`config.mk`:
```
export PLATFORM = sky130hd
export DESIGN_NAME = fifo8x16
export DESIGN_NICKNAME = d
export VERILOG_FILES = /design/src/rtl/fifo8x16.sv
export SDC_FILE = /design/constraint.sdc
export NUM_CORES = 1
export LEC_CHECK = 0
export CORE_MARGIN = 1.5
export CORE_UTILIZATION = 30
export DETAILED_ROUTE_END_ITERATION = 6
export PLACE_DENSITY = 0.47
export SLEW_MARGIN = 20
export SYNTH_ARGS = -nofsm -noshare
export SYNTH_HDL_FRONTEND = slang
export SYNTH_SLANG_ARGS = --single-unit
```
`constraint.sdc`:
```
create_clock -name clock -period 2.4 [get_ports clock]
set_input_delay 0.48 -clock clock [delete_from_list [all_inputs] [get_ports clock]]
set_output_delay 0.48 -clock clock [all_outputs]
set_load 0.01 [all_outputs]
```
`src/rtl/fifo8x16.sv`:
```
// rtl/fifo8x16.sv - 8-entry x 16-bit first-word-fall-through FIFO with overflow/underflow pulses
module fifo8x16 (
  input  logic        clock,
  input  logic        reset,
  input  logic [15:0] in,
  input  logic        push,
  input  logic        pop,
  output logic [15:0] out,
  output logic        empty,
  output logic        full,
  output logic [3:0]  count,
  output logic        ovf,
  output logic        unf
);

  logic [15:0] mem [8];
  logic [2:0]  wp;
  logic [2:0]  rp;
  logic [7:0]  we;
  logic        push_ok;
  logic        pop_ok;

  assign empty = (count == 4'd0);
  assign full  = (count == 4'd8);
  assign out   = empty ? 16'h0000 : mem[rp];

  // A push into a full FIFO is taken only when the head leaves on the same edge.
  assign push_ok = push && (!full || pop);
  assign pop_ok  = pop && !empty;

  for (genvar i = 0; i < 8; i++) begin : g_store
    assign we[i] = push_ok && (wp == 3'(i));

    always_ff @(posedge clock) begin
      if (!reset && we[i]) begin
        mem[i] <= in;
      end
    end
  end

  always_ff @(posedge clock) begin
    if (reset) begin
      wp    <= 3'd0;
      rp    <= 3'd0;
      count <= 4'd0;
      ovf   <= 1'b0;
      unf   <= 1'b0;
    end else begin
      ovf <= push && !push_ok;
      unf <= pop && !pop_ok;
      if (push_ok) begin
        wp <= wp + 3'd1;
      end
      if (pop_ok) begin
        rp <= rp + 3'd1;
      end
      if (push_ok && !pop_ok) begin
        count <= count + 4'd1;
      end else if (pop_ok && !push_ok) begin
        count <= count - 4'd1;
      end
    end
  end

endmodule
```
# Word-level counts from Yosys, hierarchy flattened
# Memories as Yosys holds them, arrays and structs flattened. A register that Yosys moved wholly into a read port is not among the register bits.
# Index checks and enable logic that the tools add are counted.
[op_classes] add_sub_neg=4 n_eq_ne=8 n_reduce_logical=38 muxes=42
[op_table] cell="16-bit two-way mux" count=8
[op_table] cell="16-bit OR reduction" count=7
[op_table] cell="3-bit two-way mux" count=9
[op_table] cell="1-bit two-way mux" count=23
[op_table] cell="1-bit logical AND" count=22
[op_table] cell="3-bit == test (second input constant)" count=4
[op_table] cell="4-bit two-way mux" count=2
[op_table] cell="3-bit by 1-bit adder with 3-bit output (second input constant)" count=2
[op_table] cell="3-bit by 2-bit == test with 1-bit output (second input constant)" count=2
[op_table] cell="1-bit zero test" count=5
[op_table] cell="4-bit by 1-bit adder with 4-bit output (second input constant)" count=1
[op_table] cell="4-bit == test (second input constant)" count=1
[op_table] cell="4-bit zero test" count=1
[op_table] cell="4-bit by 1-bit subtractor with 4-bit output (second input constant)" count=1
[op_table] cell="3-bit by 1-bit == test with 1-bit output (second input constant)" count=1
[op_table] cell="3-bit zero test" count=1
[op_table] cell="2-bit nonzero test" count=1
[op_table] cell="1-bit logical OR" count=1
[word_totals] ramBits=128 mem_count=1 register_bits=12 elab_cells=98 out_inout_bits=24
[memory_table] name="mem" depth=8 word_bits=16 read_ports=1 rd_clocked_by_memory_dff=1 wr=1 line_no="16" text="logic [15:0] mem [8];"

# Longest topological paths before layout
# Gate-level depths: netlist (run 1).
[logic_depth] depth_word=16 mapped_depth=10

# Worst setup path before layout (run 1)
# OpenSTA, ideal clock, no wires.
[synth_path] kind="reg2reg" from="reg count[0]" to="reg count[3]" arrival_time_ps=2502 setup_time_ps=121 synth_period_minus_slack_ps=2623 path_slack_ps=-223 path_buffers=0 stages_incl_launch_ff=11 cell_sequence="dfxtp_1 > or4b_4 > o21ai_4 > inv_2 > ha_1 > inv_1 > ha_1 > a21oi_1 > a211oi_1 > a31oi_1 > mux2_2"
[synth_via] elab_chain_len=7 word_cells_on_any_way=16 cone_classes="2 x add/sub; 1 x eq/ne; 2 x mux; 11 x reduce/logical"
[synth_rtl] element="start: declaration" line_no="11" text="output logic [3:0] count,"
[synth_rtl] element="start signal: assignment" line_no="58" text="count <= count + 4'd1;"
[synth_rtl] element="start signal: assignment" line_no="60" text="count <= count - 4'd1;"
[synth_rtl] element="parallel branches: the longest is 7 deep, another holds 4-bit by 1-bit subtractor with 4-bit output"
# Parallel ways; which one is timed is not known. The select of a mux whose other input is x is not followed.
# A chain may end at the register's enable or synchronous reset.

==> results of run 1 <==
-- how the worst min path moves through the flow --
| stage | start | endpoint |
|---|---|---|
| detailed placement | wp[1]$_SDFFE_PP0N_ | wp[1]$_SDFFE_PP0N_ |
| CTS | wp[1]$_SDFFE_PP0N_ | wp[1]$_SDFFE_PP0N_ |
| finish | wp[1]$_SDFFE_PP0N_ | wp[1]$_SDFFE_PP0N_ |
| global route | wp[1]$_SDFFE_PP0N_ | wp[1]$_SDFFE_PP0N_ |
| global placement | wp[1]$_SDFFE_PP0N_ | wp[1]$_SDFFE_PP0N_ |
| floorplan | wp[1]$_SDFFE_PP0N_ | wp[1]$_SDFFE_PP0N_ |
-- layout by cell type, fill, tap and decap left out, drive strengths merged --
master and n:
inv 6, and3b 1, buf 54, nand2b 1, fa 1, nor4b 1
nand3 1, a211oi 2, clkbuf 19, nand3b 1, ha 10, clkinv 7
clkdlybuf4s50 25, xnor2 2, o21ai 1, nor2b 1, xor2 3, clkinvlp 3
or4b 1, edfxtp 128, mux2 1, nand2 2, nor4 1, mux2i 18
nor2 29, mux4 32, bufinv 3, a31oi 1, dfxtp 15, and2 2
a21oi 3, and3 6, dlygate4sd2 2
-- timing repair --
item	4_1_cts	5_1_grt
cloned	3	0
resized for setup	81	1
pin swaps	5	2
setup buffers	10	1
endpoints found under the setup margin	19	18
-- per-stage QoR --
step	power, W	setup TNS, ns	worst slack (ns)
3_5_place_dp	0.00512	-0.0933	-0.0933
2_1_floorplan	0.00419	-0.0129	-0.0129
3_3_place_gp	0.00511	-0.0408	-0.0408
6_report	0.00779	-0.0190	-0.0130
5_1_grt	0.00817	-0.967	-0.122
4_1_cts	0.00796	-0.587	-0.0654
-- per-layer routing --
| metal | GRT usage [%] | share of wire (%) |
|---|---|---|
| met1 | 16.5 | 47 |
| met2 | 20.3 | 48 |
| met3 | 4.23 | 3.9 |
| met4 | 3.99 | 1.2 |
| met5 | 0 | 0 |
-- report_power, final --
group | leakage, nW | switching [W] | internal (W)
clock network | 0.273 | 0.000944 | 0.00161
registers | 1.28 | 0.0000777 | 0.00285
logic | 0.925 | 0.00103 | 0.00128
total | 2.48 | 0.00205 | 0.00574
-- final cells by class --
class	count	area share [%]
repair buffers	81	11.6
inverters	6	0.341
well taps	229	3.90
clock buffers	19	5.89
clock inverters	13	1.99
multi-input cells	121	19.8
flip-flops and latches	143	56.5
-- sequential cells by signal (all words and copies together), names as in the netlist, named ones only --
| name | flops |
|---|---|
| mem | 128 |
| wp | 3 |
| rp | 3 |
| unf | 1 |
| ovf | 1 |
| count | 4 |
-- cells by family after synthesis --
kind of cell	share of synthesized area (%)
and+or+nand+nor	4.12
AOI/OAI and AO/OA	1.02
buffers and inverters	1.54
DFF	73.7
adders and majority gates	2.58
muxes	16.2
xor gates and xnor gates	0.779
-- critical path: cells and delay by family (launching register included) --
kind                   cells  cell delay (ns)
buffers and inverters      2             0.29
multiplexers               2             0.74
flip-flops                 1             0.42
AND/OR/NAND/NOR            1             0.06
==> summary.md, run 1 <==
| Metric | Value |
|---|---|
| # DRC | 4 |
| Most frequent cell after synthesis | edfxtp_1 |
| Top_reg_cell synth | edfxtp_1 |
| Synthesized area per cell | 19.9 sq um |
| Register area share after synthesis | 73.7% |
| Die area | 0.0196 sq mm |
| RSZ-0062 raised after global routing | true |
| Num rows | 49 |
| Final hold vios | 0 |
| H-tree lvl count | 4 |
| PwrDens | 1060 mW/mm^2 |
| Syn nets | 314 |
| Mapped Cells | approximately 280 |
| Failing checks | DRC, setup timing |
| Initial Utilization | 31.0% |
| Yosys reg bits | 143 |
| Clk_lat worst skew | roughly 0.42 ns |
| Worst path max stage delay | 0.51 ns |
| Flop2flop setup slack | 0.01 ns |
| Post-synth top cells | edfxtp_1, mux4_2, nor2_1 |
| Mapped Area | around 0.0056 sq mm |
| Crit path required time | ~1.9 ns |
| Max-slew violations | 0 |
| Clock Tree Root | clkbuf_16 |
| Setup Skew | between 0.006 and 0.007 ns |
| Max frequency | around 0.41 GHz |
| Post-synth EDFFs | roughly 130 |
| Worst Tran Pin Value | slightly below 0.3 ns |
| RR Endpoint | count[3]$_SDFFE_PP0P_ |
| Initial antenna violation count | 0 |
| Gr ovfl total | 0 |
| Clock tree sinks | between 100 and 150 |
| Pin count of the biggest net entering global routing | 33 |
| Slew margin rel. | 80.6% |
| Pleak | 2.48 nW |
| Share of cells above drive strength 1 | about a third |
| Synth cell types | 33 |
| GPL Wtd Cong | 0.768 |
| Sequential Area | 0.00415 sq mm |
| First-pass GRT wire length | 17700 um |
| Setup CP Type | register to primary output |
| # fillers | 1650 |
| Area leader, netlist | edfxtp_1 |
| Top-area cell type share of the netlist area | 68.4% |
| Outcome | complete, but fails checks |
| Total GRT Usage | 12.7% |
| Final core utilization | between 40 and 50% |
| Final Non-Filler Cells | between 600 and 700 |
| Critical Path, Cell by Cell | buf_8 > mux4_2 > mux2i_2 > nor2_1 > buf_2 |
| Main area contributors after synthesis | edfxtp_1, mux4_2, dfxtp_1 |
| CTS buffer count | 17 |
| CP max stage cell | mux4_2 |
| Via density | ~4.6 |
| Routed vias | roughly 2800 |
| Worst-path clk slew | about 0.060 ns |
| Fin Hold WS | between 0.5 and 0.6 ns |
| Post-route setup slack | -0.0130 ns |
| Hold Buf Count CTS | 0 |
| CP Capture Point | out[0] |
| Chip width | 140 um |
| Worst Hold Depth | 2 |
| CTS tree | built |
| Data arrival, critical path | ~1.9 ns |
| Post-route cell area | 0.00735 sq mm |
| Setup violation total in the final timing report | 3 |
| Max VDD drop | 0.737 mV |
| Post-synth ARST share | 0% |
| Io pins | 44 |
| Core Area | 0.0181 sq mm |
| WL/cell | 18.8 um |
| DP HPWL | ~6500 um |
| DRT Pass-1 Iters | 6 |
| Footprint of the multi-input gates | 0.00145 sq mm |
| Max clock buf depth | 2 |
| N_diodes | 0 |
| Initial DRC Count | 104 |
| R2R cell count | 10 |
| DRT Wirelength | 11500 um |
| CP startpoint kind | register |
| Final period utilization | 101% |
| CP max FO | 6 |
| Cells after DPL | between 500 and 600 |
| Min Tclk post-route | 2.41 ns |
| Port bufs | 43 |
| Max_cap viols | 0 |
| Hold Path Class | register to register |
| Crit. End Element | primary output |
| Vias in the first global route | 3015 |
| Placed inst area | around 0.0067 sq mm |
| YS warnings | 0 |
| Area Growth Syn to Fin | 30.7% |
| Detail Route Antenna Nets | 0 |
| Die Y-Extent | roughly 140 um |
| Reg2reg start | count[0]$_SDFFE_PP0P_ |
| Nets | between 400 and 500 |
Power figures use the tool's default switching activity.
==> run 2, diff against run 1 <==
--- a/config.mk
+++ b/config.mk
@@ -6,9 +6,9 @@
 export NUM_CORES = 1
 export LEC_CHECK = 0
 export CORE_MARGIN = 1.5
-export CORE_UTILIZATION = 30
+export CORE_UTILIZATION = 39
 export DETAILED_ROUTE_END_ITERATION = 6
-export PLACE_DENSITY = 0.47
+export PLACE_DENSITY = 0.58
 export SLEW_MARGIN = 20
 export SYNTH_ARGS = -nofsm -noshare
 export SYNTH_HDL_FRONTEND = slang
==> run 2 against run 1 <==
Effect of this change: the run now ends clean; sequential share of layout area increased by 0.25 points; sequential power about the same; clock power increased by 8.2%; critical path type is now register to register; critical endpoint is now count[3]$_SDFFE_PP0P_.
==> summary.md, run 2 (same netlist as run 1, synthesis figures left out) <==
| Metric | Value |
|---|---|
| Outcome | finished clean (was complete, but fails checks) |
| Num rows | 43 (was 49) |
| CP startpoint kind | register (unchanged) |
| Top Registers | mem x128, count x4 (unchanged) |
| Io pins | 44 (unchanged) |
| Clk_lat worst skew | 0.41 ns (was 0.42 ns) |
| Setup CP Type | register to register (was register to primary output) |
| Die area | 0.0151 sq mm (was 0.0196 sq mm) |
| Sequential share of power | 36.8% (was 37.6%) |
| Crit path required time | 2.70 ns (was 1.92 ns) |
| Sw power | 0.00204 W (was 0.00205 W) |
| Initial antenna violation count | 0 (unchanged) |
| Worst path max stage delay | 0.56 ns (was 0.51 ns) |
| Setup violation total in the final timing report | 0 (was 3) |
| Pint | 0.00593 W (was 0.00574 W) |
| CTS tree | built (unchanged) |
| Worst Tran Pin Value | 0.325 ns (was 0.290 ns) |
| Most common cell after layout, fill and taps aside | edfxtp_1 (unchanged) |
| CP max stage cell | or4b_4 (was mux4_2) |
| CTS buffer count | 17 (unchanged) |
| Final hold vios | 0 (unchanged) |
| PwrDens | 1090 mW/mm^2 (was 1060 mW/mm^2) |
| N_diodes | 0 (unchanged) |
| Combinational power share | 28.5% (was 29.6%) |
| Sequential Area | 0.00415 sq mm (unchanged) |
| Critical Path, Cell by Cell | or4b_4 > o21ai_4 > inv_2 > ha_4 > inv_4 > ha_4 > a21oi_4 > a211oi_2 > a31oi_1 > mux2_2 (was buf_8 > mux4_2 > mux2i_2 > nor2_1 > buf_2) |
| Cells after DPL | 528 (was 569) |
| Routed vias | 2887 (was 2798) |
| H-tree lvl count | 4 (unchanged) |
| Min Tclk post-route | 2.39 ns (was 2.41 ns) |
| Nets | 409 (was 401) |
| DRT Wirelength | 11200 um (was 11500 um) |
| # fillers | 1148 (was 1650) |
| Pin count of the biggest net entering global routing | 23 (was 33) |
| Commonest non-fill, non-tap cells in the layout | edfxtp_1, buf_4, mux4_2 (was edfxtp_1, mux4_2, nor2_1) |
| Flop2flop setup slack | 0.01 ns (about the same) |
| Data arrival, critical path | 2.69 ns (was 1.93 ns) |
| Placed inst area | 0.00661 sq mm (was 0.00666 sq mm) |
| Final Non-Filler Cells | 571 (was 612) |
| Reg with most FFs | mem (unchanged) |
| Share of cells above drive strength 1 | 35.5% (was 34.2%) |
| Clock tree sinks | 143 (unchanged) |
| Max_cap viols | 0 (unchanged) |
| Max reg flops | 128 (unchanged) |
| Max VDD drop | 0.566 mV (was 0.737 mV) |
| Max clock buf depth | 2 (unchanged) |
| Setup Skew | 0.00431 ns (was 0.00678 ns) |
| Area Growth Syn to Fin | 30.1% (was 30.7%) |
| Gr ovfl total | 0 (unchanged) |
| Post-route cell area | 0.00731 sq mm (was 0.00735 sq mm) |
| DRT Pass-1 Iters | 4 (was 6) |
| GPL Wtd Cong | 0.696 (was 0.768) |
| Pleak | 2.52 nW (was 2.48 nW) |
| WL/cell | 19.6 um (was 18.8 um) |
| Dpl ws | -0.111 ns (was -0.0933 ns) |
| Max-slew violations | 0 (unchanged) |
| Pwr Total | 0.00796 W (was 0.00779 W) |
| RSZ-0062 raised after global routing | true (unchanged) |
| Post-route setup slack | 0.0108 ns (was -0.0130 ns) |
| Port bufs | 43 (unchanged) |
| Total GRT Usage | 16.5% (was 12.7%) |
| Vias in the first global route | 3086 (was 3015) |
| First-pass GRT wire length | 17400 um (was 17700 um) |
| Worst-path clk slew | 0.06 ns (about the same) |
| Hold Path Class | register to register (unchanged) |
| Initial Utilization | 40.2% (was 31.0%) |
| Die Y-Extent | 123 um (was 140 um) |
| Switching share of total power | 25.6% (was 26.3%) |
| Max frequency | 0.419 GHz (was 0.414 GHz) |
| Crit. End Element | register (was primary output) |
| Final period utilization | 99.6% (was 101%) |
| Slew margin rel. | 78.3% (was 80.6%) |
| Detail Route Antenna Nets | 0 (unchanged) |
| CP max FO | 3 (was 6) |
| Via density | 5.06 (was 4.57) |
| Footprint of the multi-input gates | 0.00145 sq mm (about the same) |
| Crit path top cell by count | ha_4 |
| Chip width | 123 um (was 140 um) |
| # DRC | 0 (was 4) |
| Clock Tree Root | clkbuf_16 (unchanged) |
| Clk pwr share | 34.7% (was 32.8%) |
| DP HPWL | 6650 um (was 6480 um) |
| Initial DRC Count | 198 (was 104) |
| Fin Hold WS | 0.491 ns (was 0.504 ns) |
| Core Area | 0.0140 sq mm (was 0.0181 sq mm) |
[run 2: cell count changes in the layout (fill, tap and decap cells not counted), sizes merged]
cell	change
clkinvlp	-1
clkbuf	-1
buf	+8
bufinv	+2
[run 2: repair_timing]
item                                   CTS  global route
endpoints found under the hold margin    0             0
hold buffers                             0             0
buffers inserted                         8             4
cloned                                   3             0
setup endpoints to repair               19            16
pin swaps                                2             1
gates resized for setup                 73             5
[run 2: through the flow]
step	TNS [ns]	util (%)
2_1_floorplan	-0.0129	-
3_5_place_dp	-0.123	47.2
5_1_grt	-0.265	52.3
6_report	0	52.3
3_3_place_gp	-0.0571	47.2
4_1_cts	-0.793	52.4
[run 2: worst max-delay path: cells and delay by family, from the launching register on]
kind / cells / cell delay, ns
and+or+nand+nor: 1 / 0.56
DFF: 1 / 0.34
adders and majority gates: 2 / 0.37
AOI/OAI and AO/OA: 4 / 0.53
buffers and inverters: 2 / 0.12
muxes: 1 / 0.34
[run 2: final timing paths]
check                                           start                     to  cells past startpoint
worst min register to register     wp[1]$_SDFFE_PP0N_     wp[1]$_SDFFE_PP0N_                      2
worst min-delay path               wp[1]$_SDFFE_PP0N_     wp[1]$_SDFFE_PP0N_                      2
worst max register to register  count[1]$_SDFFE_PP0P_  count[3]$_SDFFE_PP0P_                     10
worst max-delay path            count[1]$_SDFFE_PP0P_  count[3]$_SDFFE_PP0P_                     10
[run 2: per-layer routing]
layer	track usage [%]	wire (um)
met3	4.15	404
met1	22.2	5180
met2	25.8	5400
met5	0	0
met4	6.68	193
[run 2: layout make-up]
class | count | share of cell area (%)
clock buffer | 18 | 5.87
multi-input combinational | 121 | 19.8
clock inverter | 14 | 2.69
tap | 180 | 3.08
timing repair buffer | 89 | 11.4
inverter | 6 | 0.342
sequential | 143 | 56.8
[run 2: power by group through the flow]
stage | logic, W | registers [W] | clock network [W]
after global placement | 0.00215 | 0.00295 | 0
after global routing | 0.00248 | 0.00294 | 0.00291
after CTS | 0.00236 | 0.00293 | 0.00282
final | 0.00227 | 0.00293 | 0.00277
after floorplan | 0.00122 | 0.00297 | 0
after detailed placement | 0.00215 | 0.00296 | 0
==> run 3, diff against run 2 <==
--- a/config.mk
+++ b/config.mk
@@ -5,6 +5,7 @@
 export SDC_FILE = /design/constraint.sdc
 export NUM_CORES = 1
 export LEC_CHECK = 0
+export CAP_MARGIN = 20
 export CORE_MARGIN = 1.5
 export CORE_UTILIZATION = 39
 export DETAILED_ROUTE_END_ITERATION = 6
==> results of run 3 <==
Final layout, timing and power as in run 2 (identical DEF).
